### config.mk
export PLATFORM = sky130hd
export DESIGN_NAME = vga_stream_out
export DESIGN_NICKNAME = d
export VERILOG_FILES = /design/src/rtl/vga_pkg.sv /design/src/rtl/pixel_fifo.sv /design/src/rtl/vga_stream_out.sv
export SDC_FILE = /design/constraint.sdc
export NUM_CORES = 1
export LEC_CHECK = 0
export ABC_AREA = 1
export CORE_ASPECT_RATIO = 0.8
export CORE_MARGIN = 2
export CORE_UTILIZATION = 48
export DETAILED_ROUTE_END_ITERATION = 10
export PLACE_DENSITY_LB_ADDON = 0.2
export SLEW_MARGIN = 20
export SYNTH_ARGS = -nofsm -noshare
export SYNTH_HDL_FRONTEND = slang
export SYNTH_HIERARCHICAL = 1
export SYNTH_SLANG_ARGS = --single-unit
### constraint.sdc
create_clock -name i_clk -period 2.91 [get_ports i_clk]
set_input_delay 0.291 -clock i_clk [delete_from_list [all_inputs] [get_ports i_clk]]
set_output_delay 0.291 -clock i_clk [all_outputs]
set_load 0.05 [all_outputs]
### src/rtl/vga_pkg.sv
// rtl/vga_pkg.sv - shared timing defaults, pixel type and raster helpers for the VGA output stage
package vga_pkg;

  localparam int CNT_W = 11;

  localparam int H_ACTIVE_DEF = 1280;
  localparam int H_FP_DEF     = 48;
  localparam int H_SYNC_DEF   = 112;
  localparam int H_BP_DEF     = 248;
  localparam int V_ACTIVE_DEF = 1024;
  localparam int V_FP_DEF     = 1;
  localparam int V_SYNC_DEF   = 3;
  localparam int V_BP_DEF     = 38;

  typedef struct packed {
    logic [7:0] r;
    logic [7:0] g;
    logic [7:0] b;
  } rgb_t;

  function automatic int line_total(input int active, input int fp, input int sync, input int bp);
    return active + fp + sync + bp;
  endfunction

  function automatic int sync_start(input int active, input int fp);
    return active + fp;
  endfunction

  function automatic int sync_end(input int active, input int fp, input int sync);
    return active + fp + sync;
  endfunction

  localparam int H_TOTAL_DEF  = line_total(H_ACTIVE_DEF, H_FP_DEF, H_SYNC_DEF, H_BP_DEF);
  localparam int V_TOTAL_DEF  = line_total(V_ACTIVE_DEF, V_FP_DEF, V_SYNC_DEF, V_BP_DEF);
  localparam int HS_START_DEF = sync_start(H_ACTIVE_DEF, H_FP_DEF);
  localparam int HS_END_DEF   = sync_end(H_ACTIVE_DEF, H_FP_DEF, H_SYNC_DEF);
  localparam int VS_START_DEF = sync_start(V_ACTIVE_DEF, V_FP_DEF);
  localparam int VS_END_DEF   = sync_end(V_ACTIVE_DEF, V_FP_DEF, V_SYNC_DEF);

endpackage

### src/rtl/pixel_fifo.sv
// rtl/pixel_fifo.sv - register-array pixel FIFO with occupancy count; DEPTH must be a power of 2
module pixel_fifo #(
  parameter int DEPTH = 16,
  parameter int WIDTH = 24
) (
  input  logic                     i_clk,
  input  logic                     i_rst,
  input  logic                     push,
  input  logic [WIDTH-1:0]         wr_data,
  input  logic                     pop,
  output logic [WIDTH-1:0]         rd_data,
  output logic                     full,
  output logic                     empty,
  output logic [$clog2(DEPTH):0]   count
);

  localparam int AW = $clog2(DEPTH);
  localparam logic [AW:0] DEPTH_C = (AW+1)'(DEPTH);

  logic [WIDTH-1:0] mem [DEPTH];
  logic [AW-1:0]    wr_ptr;
  logic [AW-1:0]    rd_ptr;
  logic             do_push;
  logic             do_pop;

  assign full    = (count == DEPTH_C);
  assign empty   = (count == '0);
  assign do_push = push && !full;
  assign do_pop  = pop && !empty;
  assign rd_data = mem[rd_ptr];

  // Storage carries no reset; only pointers and count define what is valid.
  always_ff @(posedge i_clk) begin
    if (do_push) begin
      mem[wr_ptr] <= wr_data;
    end
  end

  // Pointers wrap naturally because DEPTH is a power of 2.
  always_ff @(posedge i_clk or posedge i_rst) begin
    if (i_rst) begin
      wr_ptr <= '0;
      rd_ptr <= '0;
      count  <= '0;
    end else begin
      if (do_push) begin
        wr_ptr <= wr_ptr + 1'b1;
      end
      if (do_pop) begin
        rd_ptr <= rd_ptr + 1'b1;
      end
      case ({do_push, do_pop})
        2'b10:   count <= count + 1'b1;
        2'b01:   count <= count - 1'b1;
        default: count <= count;
      endcase
    end
  end

endmodule

### src/rtl/vga_stream_out.sv
// rtl/vga_stream_out.sv - raster timing, pixel FIFO read-out and registered VGA DAC outputs
module vga_stream_out
  import vga_pkg::*;
#(
  parameter int H_ACTIVE   = H_ACTIVE_DEF,
  parameter int H_FP       = H_FP_DEF,
  parameter int H_SYNC     = H_SYNC_DEF,
  parameter int H_BP       = H_BP_DEF,
  parameter int V_ACTIVE   = V_ACTIVE_DEF,
  parameter int V_FP       = V_FP_DEF,
  parameter int V_SYNC     = V_SYNC_DEF,
  parameter int V_BP       = V_BP_DEF,
  parameter int SYNC_POS   = 1,
  parameter int FIFO_DEPTH = 16
) (
  input  logic             i_clk,
  input  logic             i_rst,
  input  logic [23:0]      i_RGB,
  input  logic             i_RGB_valid,
  output logic             o_RGB_ready,
  output logic [7:0]       o_VGA_R,
  output logic [7:0]       o_VGA_G,
  output logic [7:0]       o_VGA_B,
  output logic             o_VGA_HS,
  output logic             o_VGA_VS,
  output logic             o_VGA_BLANK_N,
  output logic             o_VGA_SYNC_N,
  output logic             o_frame_req,
  output logic             o_underflow,
  output logic [CNT_W-1:0] o_h_cnt,
  output logic [CNT_W-1:0] o_v_cnt
);

  localparam int H_TOTAL = line_total(H_ACTIVE, H_FP, H_SYNC, H_BP);
  localparam int V_TOTAL = line_total(V_ACTIVE, V_FP, V_SYNC, V_BP);

  localparam logic [CNT_W-1:0] H_ACT_C    = CNT_W'(H_ACTIVE);
  localparam logic [CNT_W-1:0] V_ACT_C    = CNT_W'(V_ACTIVE);
  localparam logic [CNT_W-1:0] H_LAST_C   = CNT_W'(H_TOTAL - 1);
  localparam logic [CNT_W-1:0] V_LAST_C   = CNT_W'(V_TOTAL - 1);
  localparam logic [CNT_W-1:0] HS_START_C = CNT_W'(sync_start(H_ACTIVE, H_FP));
  localparam logic [CNT_W-1:0] HS_END_C   = CNT_W'(sync_end(H_ACTIVE, H_FP, H_SYNC));
  localparam logic [CNT_W-1:0] VS_START_C = CNT_W'(sync_start(V_ACTIVE, V_FP));
  localparam logic [CNT_W-1:0] VS_END_C   = CNT_W'(sync_end(V_ACTIVE, V_FP, V_SYNC));

  localparam logic SYNC_OFF = (SYNC_POS == 0);
  localparam int   CW       = $clog2(FIFO_DEPTH) + 1;
  localparam logic [CW-1:0] DEPTH_C = CW'(FIFO_DEPTH);

  logic [CNT_W-1:0] h_cnt;
  logic [CNT_W-1:0] v_cnt;
  logic             h_last;
  logic             v_last;
  logic             active;
  logic             hs_on;
  logic             vs_on;
  logic             frame_start;

  logic             push;
  logic             pop;
  logic [23:0]      fifo_head;
  logic             fifo_full;
  logic             fifo_empty;
  logic [CW-1:0]    fifo_count;
  rgb_t             head_px;

  assign o_h_cnt = h_cnt;
  assign o_v_cnt = v_cnt;

  assign h_last      = (h_cnt == H_LAST_C);
  assign v_last      = (v_cnt == V_LAST_C);
  assign active      = (h_cnt < H_ACT_C) && (v_cnt < V_ACT_C);
  assign hs_on       = (h_cnt >= HS_START_C) && (h_cnt < HS_END_C);
  assign vs_on       = (v_cnt >= VS_START_C) && (v_cnt < VS_END_C);
  assign frame_start = (h_cnt == '0) && (v_cnt == V_ACT_C);

  always_ff @(posedge i_clk or posedge i_rst) begin
    if (i_rst) begin
      h_cnt <= '0;
      v_cnt <= '0;
    end else if (h_last) begin
      h_cnt <= '0;
      v_cnt <= v_last ? '0 : v_cnt + 1'b1;
    end else begin
      h_cnt <= h_cnt + 1'b1;
    end
  end

  // Ready depends only on FIFO state and reset, never on i_RGB_valid.
  assign o_RGB_ready = !i_rst && (fifo_count < DEPTH_C);
  assign push        = i_RGB_valid && !fifo_full && !i_rst;
  assign pop         = active && !fifo_empty;

  pixel_fifo #(
    .DEPTH (FIFO_DEPTH),
    .WIDTH (24)
  ) u_fifo (
    .i_clk   (i_clk),
    .i_rst   (i_rst),
    .push    (push),
    .wr_data (i_RGB),
    .pop     (pop),
    .rd_data (fifo_head),
    .full    (fifo_full),
    .empty   (fifo_empty),
    .count   (fifo_count)
  );

  assign head_px      = fifo_head;
  assign o_VGA_SYNC_N = 1'b0;

  // A starved active pixel is shown black; a same-cycle push is not bypassed.
  always_ff @(posedge i_clk or posedge i_rst) begin
    if (i_rst) begin
      o_VGA_R       <= 8'd0;
      o_VGA_G       <= 8'd0;
      o_VGA_B       <= 8'd0;
      o_VGA_HS      <= SYNC_OFF;
      o_VGA_VS      <= SYNC_OFF;
      o_VGA_BLANK_N <= 1'b0;
      o_frame_req   <= 1'b0;
      o_underflow   <= 1'b0;
    end else begin
      o_VGA_R       <= pop ? head_px.r : 8'd0;
      o_VGA_G       <= pop ? head_px.g : 8'd0;
      o_VGA_B       <= pop ? head_px.b : 8'd0;
      o_VGA_HS      <= hs_on ^ SYNC_OFF;
      o_VGA_VS      <= vs_on ^ SYNC_OFF;
      o_VGA_BLANK_N <= active;
      o_frame_req   <= frame_start;
      if (active && fifo_empty) begin
        o_underflow <= 1'b1;
      end
    end
  end

endmodule

; ---- Word level (Yosys, flattened, before mapping)
; Memory sizes are Yosys's and may differ from the RTL's.
; Cells that the tools add are included.
; Widths: inputs -> output; s select.
[totals]
reg_bits = 64
ramBits = 384
inputBits = 27
mem_count = 1
[classes]
add_sub_neg = 6
n_lt_le_gt_ge = 7
n_eq_ne = 6
n_mux = 8
n_reduce_logical = 17
[mem_list]
columns = memory, depth, word_bits, read_ports, rd_clocked_by_memory_dff, wr, line_no
row1 = u_fifo.mem, 16, 24, 1, 0, 1, pixel_fifo.sv:20  ; logic [WIDTH-1:0] mem [DEPTH];
[ops]
columns = op, count
row1 = $lt 11x11->1 const B, 4
row2 = $eq 11x11->1 const B, 3
row3 = $mux 8, 3
row4 = $add 11x1->11 const B, 2
row5 = $ge 11x11->1 const B, 2
row6 = $mux 11, 2
row7 = $logic_and 1x1->1, 11
row8 = $logic_not 11->1, 1
row9 = $pmux 5 s2, 1
row10 = $add 4x1->4 const B, 2
row11 = $add 5x1->5 const B, 1
row12 = $eq 5x5->1 const B, 1
row13 = $logic_not 5->1, 1
row14 = $lt 5x5->1 const B, 1
row15 = $sub 5x1->5 const B, 1
row16 = $logic_not 1->1, 3
row17 = $eq 2x1->1 const B, 1
row18 = $eq 2x2->1 const B, 1
row19 = $mux 1, 2
row20 = $reduce_bool 2->1, 1

; ---- Longest topological paths before layout
; Gate-level depths: netlist of run 1.
[logic_depth]
ltp_word = 7
ltp_mapped = 20
depth_no_buf = 19

; ---- Modules after synthesis
; The synthesis of run 1 kept the hierarchy.
[by_module_without_submodules]
columns = mod, n_inst, cells_per_inst, area_each_um2, seq_area_each_um2
row1 = pixel_fifo, 1, 1623, 16945.0, 11856.4
row2 = vga_stream_out, 1, 304, 2446.1, 1276.2

; ---- Worst setup path before layout of run 1
; Ideal clock, no wire load.
[synth_timing]
path_kind = input to register
from = in i_rst
to = mem u_fifo.mem[3][0] (enable)
arrival_time_ns = 3.433
path_slack_ns = -0.958
path_stages = 5
n_path_buf = 0
cell_sequence = inv_1 nand2_1 nor2_1 nand2_2 nor3_1
[synth_via]
elab_chain_cells = 5
[synth_rtl]
columns = element, line_no
row1 = start: declaration, vga_stream_out.sv:17  ; input logic i_rst,
row2 = $logic_not 1->1 (no line), n/a
row3 = $logic_and 1x1->1, vga_stream_out.sv:91  ; assign push = i_RGB_valid && !fifo_full && !i_rst;
row4 = named net push, vga_stream_out.sv:59  ; logic push;
row5 = $logic_and 1x1->1, pixel_fifo.sv:28  ; assign do_push = push && !full;
row6 = $mux 1, pixel_fifo.sv:34  ; if (do_push) begin
row7 = $mux 1 (implied by the code), pixel_fifo.sv:35  ; mem[wr_ptr] <= wr_data;
row8 = end: declaration, pixel_fifo.sv:20
; The timed path passes the listed nets, and every way through them passes these cells.

; ---- Worst setup path after layout of run 1
[layout_timing]
from = reg h_cnt[9] (netlist: o_h_cnt[9])
to = reg u_fifo.count[4]
[layout_via]
elab_chain_cells = 6
word_cells_on_any_way = 8
classes_between = order compare: 1 / eq/ne: 2 / mux: 1 / reduce/logical: 4
[layout_rtl]
columns = element, line_no
row1 = start: declaration, vga_stream_out.sv:50  ; logic [CNT_W-1:0] h_cnt;
row2 = start signal: assignment, vga_stream_out.sv:85  ; h_cnt <= h_cnt + 1'b1;
row3 = $lt 11x11->1 *, vga_stream_out.sv:72  ; assign active = (h_cnt < H_ACT_C) && (v_cnt < V_ACT_C);
row4 = $logic_and 1x1->1 *, vga_stream_out.sv:72
row5 = named net active, vga_stream_out.sv:54  ; logic active;
row6 = $logic_and 1x1->1 *, vga_stream_out.sv:92  ; assign pop = active && !fifo_empty;
row7 = named net pop, vga_stream_out.sv:60  ; logic pop;
row8 = $logic_and 1x1->1 *, pixel_fifo.sv:29  ; assign do_pop = pop && !empty;
row9 = named net u_fifo.do_pop, pixel_fifo.sv:24  ; logic do_pop;
row10 = $eq 2x1->1 or $eq 2x2->1 (tied branches), pixel_fifo.sv:52  ; case ({do_push, do_pop})
row11 = $pmux 5 s2 or $reduce_bool 2->1 (tied branches), n/a
row12 = end signal: assignment, pixel_fifo.sv:53  ; 2'b10: count <= count + 1'b1;
row13 = end signal: assignment, pixel_fifo.sv:54  ; 2'b01: count <= count - 1'b1;
row14 = end signal: assignment, pixel_fifo.sv:55  ; default: count <= count;
row15 = end: declaration, pixel_fifo.sv:14  ; output logic [$clog2(DEPTH):0] count
; The timed path passes the listed nets; every way through them passes the cells marked *.
; A chain may end at the register's enable or synchronous reset.

==> reports/metrics.csv, run 1 <==
metric,value,unit
YS warnings,6,
first-pass iteration count of the detailed router,5,
switch share,37.6,%
"delay-heaviest family, CP",simple AND/OR/NAND/NOR gates,
unrepaired setup endpoints after global routing,false,
CP Buf/Inv Count,5,
maximum fanout along the worst path,8,
largest family of logic cells by synthesized area,simple AND/OR/NAND/NOR gates,
R2R Setup Slk,0.31,ns
routability congestion estimate,0.843,
core area,0.0396,mm^2
"Avg Cell Area, Syn",10.1,um^2
post-layout minimum cycle time,2.60,ns
NetSw,7830,uW
grt ovf,0,
Worst Clk Skew,0.0165,ns
Synth area leaders,"edfxtp_1 59%, nand2_1 14%, dfrtp_1 8.3%, nand3_1 4.4%, inv_1 4.3%",
Tot GR Track Use,22.7,%
Power per Cell Area,927,mW/mm^2
Post-Syn Area,0.0194,mm^2
largest net degree at the start of global routing,179,
Post-Syn Instances,1927,
MaxCap Viol Count,0,
crit path max-delay cell type,dfrtp_1,
CTS tree,done,
post-route setup TNS,0,ns
setup bufs post-CTS,0,
total CTS buffers,46,
clk_lat worst skew,0.56,ns
Synth Register Bits,448,
first-pass GRT wire length,72.9,mm
Hold Slack,0.195,ns
initial DRC count,1351,
io pins,80,
maximum clock rate,385,MHz
# clock sinks,448,
crit path launch type,flip-flop,
DP HPWL,27.7,mm
root buf cell,clkbuf_16,
Via density,5.08,
Detail Route Antenna Nets,0,
"Slew Viols, Final",0,
"Reg clk slew, reported paths",0.06,ns
most frequent cells in the layout,"701 x nand2_1, 384 x edfxtp_1, 220 x inv_1, 207 x nor2_1, 170 x nand3_1",
Leak,0.00938,uW
area share of fa/ha/maj cells after synthesis,1.01,%
sequential share of the synthesized area,67.7,%
drt total wl,46.8,mm
"Req. time, crit path",3.36,ns
CP Class,flip-flop to flip-flop,
post-synthesis compound-gate area fraction,0.465,%
Simple-Gate Fraction of Synth Area,23.3,%
cell mode on critical path,nand2_1,
CP max stage delay,0.46,ns
Flop pwr share,37.5,%
drt wl/cell,18.1,um
routed via count,13100,
slew margin rel.,34.8,%
die extent in y,184,um
Worst EP arrival,3.04,ns
"Distinct cells, synth",35,
xor and xnor area share after synthesis,0.542,%
post-synth top area share,59.5,%
Hold Buf Count CTS,0,
PortBufs,78,
Final period util,89.2,%
worst flop-to-flop path endpoint,u_fifo/count[4]$_DFFE_PP0P_,
worst reg2reg path startpoint,o_h_cnt[9]$_DFF_PP0_,
mux cell area share after synthesis,0,%
R2R cell count,18,
Starting Density,49.0,%
Comb pwr share,35.2,%
Synth area leader,edfxtp_1,
peak supply drop,941,uV
status,"finished, final reports clean",
Longest Clk Path Bufs,3,
die area,0.0420,mm^2
Hold Path Class,primary input to asynchronous set/reset pin,
nature of the critical path endpoint,flip-flop,
Syn Nets,1969,
internal power,13000,uW
Row Count,65,
post-CTS sizing,0,
area grow syn2layout,15.7,%
"Critical Path, Cell by Cell","nand2_1, inv_2, nor3_4, nand2_4, inv_1, nand2_1, inv_1, ha_1, inv_1, fa_1, inv_1, nand2_1, nand2_1, nand2_1, nand2_1, nand2_1, nand2_1, nand2_1",
share of cells above drive strength 1,6.70,%
antenna violations before repair,0,
"most common cell after layout, fill and taps aside",nand2_1,
Fillers,3374,
Slew @ Worst Pin,0.978,ns
power share of the clock group,27.3,%
layout net count,2049,
final setup vio count,0,
CTS H-Tree Depth,2,
Final Hold Viols,0,
# DRC,0,
Die Wd,229,um
number of global-route vias before repair,12400,
cell families (layout without fill, tap and decap cells):
family | count (synthesis) | count (layout)
xor+xnor | 12 | 12
flops | 448 | 448
compound gates | 16 | 16
buf+inv | 311 | 428
other cells | 1 | 2
simple gates | 1124 | 1124
fa+ha+maj | 15 | 15
worst max path at each step:
stage          depth (start not counted)                           to                  from  slack, ns
2_1_floorplan                          7   u_fifo/mem[0][0]$_DFFE_PP_                 i_rst       0.01
3_3_place_gp                          18  u_fifo/count[4]$_DFFE_PP0P_  o_h_cnt[9]$_DFF_PP0_       0.30
4_1_cts                               18  u_fifo/count[4]$_DFFE_PP0P_  o_h_cnt[9]$_DFF_PP0_       0.31
5_1_grt                               18  u_fifo/count[4]$_DFFE_PP0P_  o_h_cnt[9]$_DFF_PP0_       0.06
6_report                              18  u_fifo/count[4]$_DFFE_PP0P_  o_h_cnt[9]$_DFF_PP0_       0.31
3_5_place_dp                          18  u_fifo/count[4]$_DFFE_PP0P_  o_h_cnt[9]$_DFF_PP0_       0.31
power groups by stage:
stage	Clock, uW	Combinational [uW]	Sequential, uW
after floorplan	0	4540	8450
after global placement	0	7260	7930
after detailed placement	0	7330	7930
after CTS	5800	7360	7800
after global routing	6050	8190	7850
final	5690	7320	7800
metrics by stage:
| stage | power [uW] | instances | cell area, um^2 | utilization, % | setup WS [ns] |
|---|---|---|---|---|---|
| finish | 20800 | 2581 | 22400 | 56.7 | 0.314 |
| global route | 22100 | 2580 | 22400 | 56.7 | 0.0600 |
| CTS | 21000 | 2580 | 22400 | 56.7 | 0.311 |
| detailed placement | 15300 | 2495 | 21000 | 53.0 | 0.312 |
| global placement | 15200 | 2495 | 21000 | 53.0 | 0.304 |
| floorplan | 13000 | 1927 | 19400 | - | 0.0114 |
final cells by class:
cell class                 count  area (um^2)  share of cell area (%)
sequential                   448        13100                    58.5
multi-input combinational   1168         5050                    22.5
clock buffer                  65         1310                    5.82
timing repair buffer         114         1260                    5.63
inverter                     229          866                    3.86
tap                          536          671                    2.99
clock inverter                20          144                   0.641
antenna                        1         2.50                  0.0112
registers in the layout, indices dropped and copies added (netlist names), 4 cells and up:
signal,count
o_VGA_B,8
o_VGA_G,8
o_VGA_R,8
o_h_cnt,11
o_v_cnt,11
u_fifo/count,5
u_fifo/mem,384
u_fifo/rd_ptr,4
u_fifo/wr_ptr,4
layer usage:
| layer | part of all wire, % | vias up | global-route usage, % |
|---|---|---|---|
| met5 | 0 | - | 0 |
| met4 | 1.5 | 0 | 5.02 |
| met3 | 6.8 | 51 | 3.52 |
| met2 | 44 | 409 | 34.0 |
| met1 | 48 | 6345 | 35.1 |
| li1 | - | 6310 | - |
cell usage after synthesis, drive strengths merged:
master / n
dfrtp: 64
buf: 69
a21oi: 3
a211oi: 1
o21ai: 9
o21bai: 1
nand4: 8
inv: 229
or2: 1
nand2: 704
a21o: 1
ha: 14
nand3b: 1
o31ai: 1
and3: 1
nor4: 2
nor3: 9
clkbuf: 13
fa: 1
nor2: 228
xor2: 9
nand3: 170
edfxtp: 384
conb: 1
xnor2: 3
Note: power is estimated with default switching activity, not from simulation.
==> run 2, diff against run 1 <==
--- a/config.mk
+++ b/config.mk
@@ -10,7 +10,9 @@
 export CORE_MARGIN = 2
 export CORE_UTILIZATION = 48
 export DETAILED_ROUTE_END_ITERATION = 10
+export HOLD_SLACK_MARGIN = 0.1
 export PLACE_DENSITY_LB_ADDON = 0.2
+export SETUP_SLACK_MARGIN = 0.3
 export SLEW_MARGIN = 20
 export SYNTH_ARGS = -nofsm -noshare
 export SYNTH_HDL_FRONTEND = slang
==> reports/metrics.csv, run 2 (synthesis results as in run 1) <==
metric,value,unit,change
total CTS buffers,45,,-2.2%
Final period util,83.0,%,-6.2 points
Worst Clk Skew,0.0264,ns,+0.00986 ns
layout net count,2062,,+0.63%
Final Util,56.7,%,about the same
largest net degree at the start of global routing,142,,-21%
final setup vio count,0,,unchanged
Longest Clk Path Bufs,3,,unchanged
root buf cell,clkbuf_16,,
"most common cell after layout, fill and taps aside",nand2_1,,
Critical Path Source,o_h_cnt[9]$_DFF_PP0_,,
Worst EP arrival,2.86,ns,-0.18 ns
routability congestion estimate,0.829,,-1.6%
DP HPWL,30.8,mm,+11%
Slew @ Worst Pin,1.10,ns,+0.124 ns
Fillers,3395,,+0.62%
CTS tree,done,,
worst reg2reg path startpoint,o_h_cnt[9]$_DFF_PP0_,,
die extent in y,184,um,unchanged
PortBufs,78,,unchanged
Leak,0.00943,uW,+0.47%
"Reg clk slew, reported paths",0.07,ns,about the same
MaxCap Viol Count,0,,unchanged
nature of the critical path endpoint,flip-flop,,
maximum clock rate,414,MHz,+7.5%
CP Class,flip-flop to flip-flop,,
slew margin rel.,26.4,%,-8.5 points
antenna violations before repair,2,,+2
first-pass iteration count of the detailed router,5,,unchanged
Row Count,65,,unchanged
drt wl/cell,18.9,um,+3.9%
Power per Cell Area,941,mW/mm^2,+1.4%
clk_lat worst skew,0.57,ns,about the same
unrepaired setup endpoints after global routing,false,,
Hold Path Class,primary input to asynchronous set/reset pin,,
Antenna diodes,0,,-1
CTS H-Tree Depth,2,,unchanged
initial DRC count,1538,,+14%
Tot GR Track Use,23.7,%,+0.97 points
# DRC,0,,unchanged
die area,0.0420,mm^2,unchanged
Detail Route Antenna Nets,0,,unchanged
Hold Slack,0.214,ns,+0.0196 ns
first-pass GRT wire length,75.5,mm,+3.6%
area grow syn2layout,15.8,%,about the same
post-route setup TNS,0,ns,unchanged
Via density,5.15,,+1.4%
drt total wl,48.9,mm,+4.4%
Starting Density,49.0,%,unchanged
routed via count,13400,,+1.8%
"Req. time, crit path",3.35,ns,about the same
Biggest register,u_fifo/mem,,
core area,0.0396,mm^2,unchanged
number of global-route vias before repair,12700,,+1.8%
crit path launch type,flip-flop,,
# clock sinks,448,,unchanged
share of cells above drive strength 1,7.98,%,+1.3 points
Die Wd,229,um,unchanged
post-layout minimum cycle time,2.41,ns,-0.181 ns
grt ovf,0,,unchanged
peak supply drop,595,uV,-37%
status,"finished, final reports clean",,
most frequent cells in the layout,"700 x nand2_1, 384 x edfxtp_1, 219 x inv_1, 207 x nor2_1, 170 x nand3_1",,
Final Hold Viols,0,,unchanged
io pins,80,,unchanged
maximum fanout along the worst path,8,,unchanged
max reg flops,384,,unchanged
"Slew Viols, Final",0,,unchanged
[run 2: changes by cell type in the layout (fill, tap and decap cells not counted), sizes merged]
cell,previous run,this run
clkinvlp,3,5
bufinv,2,3
clkbuf,65,55
diode,1,0
buf,36,50
clkinv,16,21
[run 2: power by group]
part           total, uW  internal, uW  switching, uW
Clock               5690          3230           2470
Sequential          7820          7530            282
Combinational       7610          2200           5410
[run 2: path summary, 6_finish.rpt]
path,to,slack (ns),depth (start not counted)
min,u_fifo/wr_ptr[1]$_DFFE_PP0P_,0.21,2
max in group asynchronous,o_h_cnt[10]$_DFF_PP0_,1.92,3
max reg2reg,u_fifo/count[4]$_DFFE_PP0P_,0.50,18
min in group i_clk,o_h_cnt[0]$_DFF_PP0_,0.51,1
min reg2reg,o_h_cnt[0]$_DFF_PP0_,0.51,1
max,u_fifo/count[4]$_DFFE_PP0P_,0.50,18
[run 2: stage by stage]
stage | instances | worst slack (ns) | instance area, um^2 | total power (uW)
floorplan | 1927 | 0.0116 | 19400 | 13000
global placement | 2508 | 0.291 | 21000 | 15400
detailed placement | 2508 | 0.296 | 21000 | 15500
CTS | 2592 | 0.314 | 22400 | 21200
global route | 2592 | 0.329 | 22500 | 22300
finish | 2592 | 0.495 | 22500 | 21100
[run 2: what timing repair did]
action                                  in CTS  in global routing
pin swaps                                    1                  1
resized for setup                            0                  4
endpoints found under the setup margin       1                  2
buffers inserted                             1                  0
hold buffers                                 0                  0
gates cloned                                 0                  0
[run 2: critical path, cell delays in order (launching register included)]
cell,delay (ns)
dfrtp_2,0.45
nand2_1,0.09
inv_2,0.06
nor3_4,0.30
nand2_4,0.07
inv_1,0.08
nand2_2,0.09
inv_2,0.11
ha_4,0.16
inv_1,0.06
fa_1,0.35
inv_1,0.08
nand2_1,0.07
nand2_1,0.08
nand2_1,0.05
nand2_1,0.05
nand2_1,0.05
nand2_1,0.05
nand2_1,0.04
[run 2: final cells by class]
| type | count | area, um^2 | share of cell area (%) |
|---|---|---|---|
| clock buffers | 55 | 1200 | 5.37 |
| clock inverters | 28 | 239 | 1.06 |
| flip-flops and latches | 448 | 13100 | 58.5 |
| well taps | 536 | 671 | 2.99 |
| multi-input cells | 1168 | 5060 | 22.6 |
| inverters | 229 | 866 | 3.86 |
| repair buffers | 128 | 1270 | 5.65 |
[run 2: layer usage]
layer | global-route usage [%] | wire length [um] | vias to the layer above
li1 | - | - | 6340
met1 | 36.8 | 23000 | 6407
met2 | 34.8 | 20600 | 533
met3 | 4.13 | 4400 | 75
met4 | 5.41 | 846 | 2
met5 | 0 | 13 | -
